$ cat src/rtl/uart_tx_sched.sv
// Byte scheduler feeding the UART TX: round-robin between a 16-bit ALU result
// (two bytes, LSB first) and an 8-bit register-file result, paced by tx_busy.
module uart_tx_sched #(
    parameter int DATA_W = 8
) (
    input  logic                clk,
    input  logic                rst,
    input  logic                alu_vld,
    input  logic [2*DATA_W-1:0] alu_data,
    output logic                alu_rdy,
    input  logic                rf_vld,
    input  logic [DATA_W-1:0]   rf_data,
    output logic                rf_rdy,
    input  logic                tx_busy,
    output logic                tx_data_valid,
    output logic [DATA_W-1:0]   tx_p_data,
    output logic                sched_busy
);

    typedef enum logic [1:0] {IDLE, LOAD, WAIT_HI, WAIT_LO} state_t;

    localparam logic GRANT_RF  = 1'b0;
    localparam logic GRANT_ALU = 1'b1;

    state_t              state, state_nxt;
    logic [2*DATA_W-1:0] hold;
    logic [1:0]          bytes_left;
    logic                last_grant;
    logic                grant_alu, grant_rf;

    // Grants are masked during reset so a request held across reset is not
    // acknowledged until reset is released.
    always_comb begin
        state_nxt = state;
        grant_alu = 1'b0;
        grant_rf  = 1'b0;
        case (state)
            IDLE: begin
                if (!rst) begin
                    grant_alu = alu_vld & (~rf_vld | (last_grant == GRANT_RF));
                    grant_rf  = rf_vld & ~grant_alu;
                    if (grant_alu | grant_rf)
                        state_nxt = LOAD;
                end
            end
            LOAD:    state_nxt = WAIT_HI;
            WAIT_HI: if (tx_busy) state_nxt = WAIT_LO;
            WAIT_LO: if (!tx_busy) state_nxt = (bytes_left == 2'd1) ? IDLE : LOAD;
            default: state_nxt = IDLE;
        endcase
    end

    always_ff @(posedge clk or posedge rst) begin
        if (rst) begin
            state      <= IDLE;
            sched_busy <= 1'b0;
            hold       <= '0;
            bytes_left <= 2'd0;
            last_grant <= GRANT_RF;
        end else begin
            state      <= state_nxt;
            sched_busy <= (state_nxt != IDLE);
            if (grant_alu) begin
                hold       <= alu_data;
                bytes_left <= 2'd2;
                last_grant <= GRANT_ALU;
            end else if (grant_rf) begin
                hold       <= {{DATA_W{1'b0}}, rf_data};
                bytes_left <= 2'd1;
                last_grant <= GRANT_RF;
            end else if (state == WAIT_LO && !tx_busy) begin
                bytes_left <= bytes_left - 2'd1;
                if (bytes_left != 2'd1)
                    hold <= hold >> DATA_W;
            end
        end
    end

    assign alu_rdy       = grant_alu;
    assign rf_rdy        = grant_rf;
    assign tx_data_valid = (state == LOAD);
    assign tx_p_data     = hold[DATA_W-1:0];

endmodule

$ cat config.mk
export PLATFORM = sky130hd
export DESIGN_NAME = uart_tx_sched
export DESIGN_NICKNAME = d
export VERILOG_FILES = /design/src/rtl/uart_tx_sched.sv
export SDC_FILE = /design/constraint.sdc
export NUM_CORES = 1
export LEC_CHECK = 0
export CORE_UTILIZATION = 44
export CTS_BUF_LIST = sky130_fd_sc_hd__clkbuf_8 sky130_fd_sc_hd__clkbuf_16
export CTS_CLUSTER_SIZE = 25
export DETAILED_ROUTE_END_ITERATION = 6
export PLACE_DENSITY = 0.79
export SYNTH_ARGS = -nofsm -noshare
export SYNTH_HDL_FRONTEND = slang
export SYNTH_SLANG_ARGS = --single-unit
$ cat constraint.sdc
create_clock -name clk -period 1.9 [get_ports clk]
set_input_delay 0.38 -clock clk [delete_from_list [all_inputs] [get_ports clk]]
set_output_delay 0.38 -clock clk [all_outputs]
set_load 0.02 [all_outputs]
# [Word level (Yosys, flattened, before mapping)]
# Cells that the tools add are included.
# W data, S select, Z words.
[word_totals] output_inout_bits=12 register_bits=22 inputBits=29
[op_classes] n_eq_ne=5 muxes=19 bitwise_logic=7 n_addsub=1 reduce_logical=8
[op_table] operator="$mux W16" count=4
[op_table] operator="$mux W2" count=7
[op_table] operator="$pmux W2 S4" count=1
[op_table] operator="$mux W1" count=7
[op_table] operator="$reduce_bool A3 Y1" count=2
[op_table] operator="$eq A2 B1 Y1 const B" count=2
[op_table] operator="$eq A2 B2 Y1 const B" count=2
[op_table] operator="$reduce_bool A2 Y1" count=2
[op_table] operator="$not A1 Y1" count=3
[op_table] operator="$and A1 B1 Y1" count=2
[op_table] operator="$logic_not A2 Y1" count=1
[op_table] operator="$ne A2 B1 Y1 const B" count=1
[op_table] operator="$or A1 B1 Y1" count=2
[op_table] operator="$reduce_and A2 Y1" count=1
[op_table] operator="$sub A2 B1 Y2 const B" count=1
[op_table] operator="$logic_and A1 B1 Y1" count=1
[op_table] operator="$logic_not A1 Y1" count=1

# [Logic depth before layout (Yosys ltp)]
[depth] word_depth=10 mapped_depth=6

# [Least setup slack after synthesis]
# Ideal clock, no wire load.
[synth_path] path_type="reg2out" start="register state[0]" end="output port alu_rdy" slack_ns=0.354 path_buffers=1 stages_incl_launch_ff=5 arrival_time_ns=1.166 path_cell_list="dfrtp_1 > nor3_1 > nand3_1 > clkinv_1 > buf_2"
[synth_between] elab_chain_len=2
[synth_rtl] item="start: declaration" line="25" rtl="state_t state, state_nxt;"
[synth_rtl] item="start signal: assignment" line="61" rtl="state <= state_nxt;"
[synth_rtl] item="$logic_not A2 Y1" line="37" rtl="case (state)"
[synth_rtl] item="$mux W1" line="37"
[synth_rtl] item="end: declaration" line="10" rtl="output logic alu_rdy,"
# No other way between the ends.

# [Final worst setup path]
[layout_path] start="input port rst" end="register hold[7]"
[layout_between] elab_chain_len=4
[layout_rtl] item="start: declaration" line="7" rtl="input logic rst,"
[layout_rtl] item="$mux W1" line="39" rtl="if (!rst) begin"
[layout_rtl] item="$mux W1" line="37"
[layout_rtl] item="$reduce_bool A3 Y1 (no line) or $mux W16 (tied branches)"
[layout_rtl] item="$reduce_and A2 Y1 (no line) or $mux W16 (tied branches)"
[layout_rtl] item="end signal: assignment" line="64" rtl="hold <= alu_data;"
[layout_rtl] item="end signal: assignment" line="68" rtl="hold <= {{DATA_W{1'b0}}, rf_data};"
[layout_rtl] item="end signal: assignment" line="74" rtl="hold <= hold >> DATA_W;"
[layout_rtl] item="end: declaration" line="26" rtl="logic [2*DATA_W-1:0] hold;"
# Several ways; a longest one is shown, not always the timed one.
# A chain may end at the register's enable or synchronous reset.

==> flow_metrics.py <==
metrics = {
    "timing": {
        "rsz0062_at_grt": "yes",
        "fmax_ghz": 0.526,
        "finalSetupViolations": 1,
        "finalMaxSlewViolations": 0,
        "tns_ns": -0.00236,
        "hold_violations": 0,
        "fin_skew_ns": 0.00447,
        "slew_headroom": 0.725,
        "min_period_ns": 1.90,
        "hold_ws_ns": 0.497,
        "period_share": 1.00,
        "tightestPinTransition_ns": 0.413,
        "fin_ws_ns": -0.00236,
    },
    "power_and_ir_drop": {
        "comb_power_share": 0.493,
        "p_per_area_nw_per_um2": 1270,
        "power.share.clock": 0.135,
        "switching_share": 0.370,
        "worst_ir_drop_vdd_v": 0.000817,
        "netSwitchingPower_uw": 785,
        "power_leakage_nw": 0.727,
        "p_seq_frac": 0.372,
        "p_total_mw": 2.12,
        "internal_power_mw": 1.34,
    },
    "placement": {
        "port_buffers": 40,
        "dp_hpwl_um": 2170,
        "place_ws_ns": -0.446,
        "gp_congestion": 0.830,
    },
    "floorplan": {
        "die_y_um": 52.8,
        "initial_core_util": 0.462,
        "fp.dieW_um": 52.8,
        "design.core.area_um2": 2450,
        "ios": 41,
        "die_area_um2": 2790,
        "rows": 18,
    },
    "grt": {
        "grt-ovfl-total": 0,
        "grt_pass1_vias": 978,
        "grt_max_degree": 18,
        "grt_pass1_wl_um": 4600,
        "antenna_found_initial": 0,
        "track_usage": 0.232,
    },
    "yosys": {
        "synth_area_um2": 1130,
        "synth-seq-cells": 22,
        "ys_seq_area_frac": 0.485,
        "yosys_warnings": 0,
        "syn_nets": 144,
        "netlist_instances": 114,
        "yosysUniqueCellTypes": 25,
        "syn-mean-instance-area_um2": 9.95,
    },
    "finish": {
        "final_common_cell": "clkdlybuf4s50_1",
        "final_layout_size_suffix_gt1_frac": 0.170,
        "area_growth_pct": 46.9,
        "final_util": 0.679,
        "final_net_count": 191,
        "nFillCells": 191,
        "final_cell_mix": "clkdlybuf4s50_1 (37), dfrtp_1 (22), buf_4 (16), nand2_1 (13), o21ai_0 (10)",
        "antenna_cells": 0,
    },
    "critical_path": {
        "crit_required_ns": 2.07,
        "crit_path_start_kind": "primary input",
        "r2r_setup_slack_ns": 0.13,
        "path_max_fanout": 8,
        "cp.arrival_ns": 2.08,
        "critPathCaptureType": "flip-flop",
        "path_class": "in -> reg",
    },
    "clocking": {
        "root_buffer": "clkbuf_8",
        "cts.sinks": 22,
        "cts_tree": "done",
        "htreeDepth": 1,
        "clkLatencyLatePin_ns": 0.26,
        "numCtsBuffers": 3,
        "post_cts_buffers": 0,
        "clk_pin_slew_ns": 0.08,
        "clk_path_buf_depth": 2,
    },
    "run_status": {
        "outcome": "complete, but fails checks",
        "violations": "negative setup slack",
    },
    "routing": {
        "viasPerCell": 5.49,
        "wl_per_cell_um": 15.8,
        "drc_errors": 0,
        "dr.pass1.iters": 4,
        "routed_wl_um": 2990,
        "drt_iter0_markers": 10,
        "postRouteAntennaNets": 0,
        "num_vias": 1037,
    },
    "worst_hold_path": {
        "min_path_type": "reg -> reg",
    },
    "job": {
        "max_cap_viol_count": 0,
    },
}
-- layout make-up --
| type | instances | area [um^2] | share of cell area |
|---|---|---|---|
| tap | 30 | 37.5 | 0.0225 |
| sequential | 22 | 551 | 0.330 |
| inverter | 4 | 15.0 | 0.00901 |
| timing repair buffer | 57 | 533 | 0.320 |
| multi-input combinational | 73 | 489 | 0.294 |
| clock buffer | 3 | 41.3 | 0.0248 |
-- through the flow --
stage | cells | cell area [um^2]
global placement | 186 | 1610
detailed placement | 186 | 1610
CTS | 189 | 1660
global route | 189 | 1670
floorplan | 114 | 1130
finish | 189 | 1670
-- cell usage after synthesis (all sizes together) --
cell type / instances / area (um^2)
nor2b: 3 / 18.8
nor2: 1 / 3.75
a22o: 8 / 70.1
xor2: 1 / 8.76
nor3: 9 / 45.0
a211oi: 8 / 60.1
buf: 13 / 91.3
nand3: 1 / 5.00
o2bb2ai: 8 / 70.1
ha: 1 / 12.5
or3: 1 / 6.26
clkinv: 1 / 3.75
nand3b: 2 / 15.0
o21a: 2 / 15.0
or2: 1 / 6.26
o21ai: 12 / 60.1
clkbuf: 2 / 7.51
a21oi: 1 / 5.00
dfrtp: 22 / 551
o22ai: 1 / 20.0
nand2: 13 / 48.8
inv: 3 / 11.3
-- power by group through the flow --
stage / sequential (mW) / combinational, mW / clock (mW)
2_1_floorplan: 0.769 / 0.676 / 0
3_5_place_dp: 0.777 / 1.03 / 0
6_report: 0.790 / 1.05 / 0.286
3_3_place_gp: 0.767 / 0.997 / 0
4_1_cts: 0.778 / 1.04 / 0.291
5_1_grt: 0.807 / 1.13 / 0.312
-- flip-flops by register name (all words and copies together), names as in the netlist --
signal / count
hold: 16
bytes_left: 2
last_grant: 1
state: 2
sched_busy: 1
-- kinds of logic after synthesis --
group / after synthesis / synth area share
compound gates: 40 / 0.265
simple gates: 31 / 0.131
flops: 22 / 0.485
buf+inv: 19 / 0.100
xor+xnor: 1 / 0.00772
fa+ha+maj: 1 / 0.0110
-- critical path, cell delays in order --
cell and delay, ns:
clkdlybuf4s50_1 0.46, buf_4 0.16, or3_4 0.39, o22ai_4 0.29, o21ai_0 0.20, o2bb2ai_1 0.19
-- path summary, 6_finish.rpt --
path / startpoint / endpoint / depth (start not counted)
worst max-delay path: rst / hold[7] / 6
worst min-delay path: hold[1] / hold[1] / 1
worst max register to register: state[0] / hold[7] / 5
worst min register to register: hold[1] / hold[1] / 1
max in group asynchronous: rst / hold[7] / 4
min in group asynchronous: rst / sched_busy / 3
-- metal layers --
| layer | GRT usage | part of all wire | vias up |
|---|---|---|---|
| met1 | 0.311 | 0.43 | 500 |
| li1 | - | - | 498 |
| met2 | 0.371 | 0.51 | 35 |
| met3 | 0.0551 | 0.047 | 4 |
| met5 | 0 | 0 | - |
| met4 | 0.0658 | 0.011 | 0 |
-- what timing repair did --
action | CTS | global route
hold buffers | 0 | 0
gates resized for setup | 7 | 7
setup endpoints to repair | 2 | 7
pin swaps | 2 | 1
No activity file was read; power rests on OpenSTA's default activity.
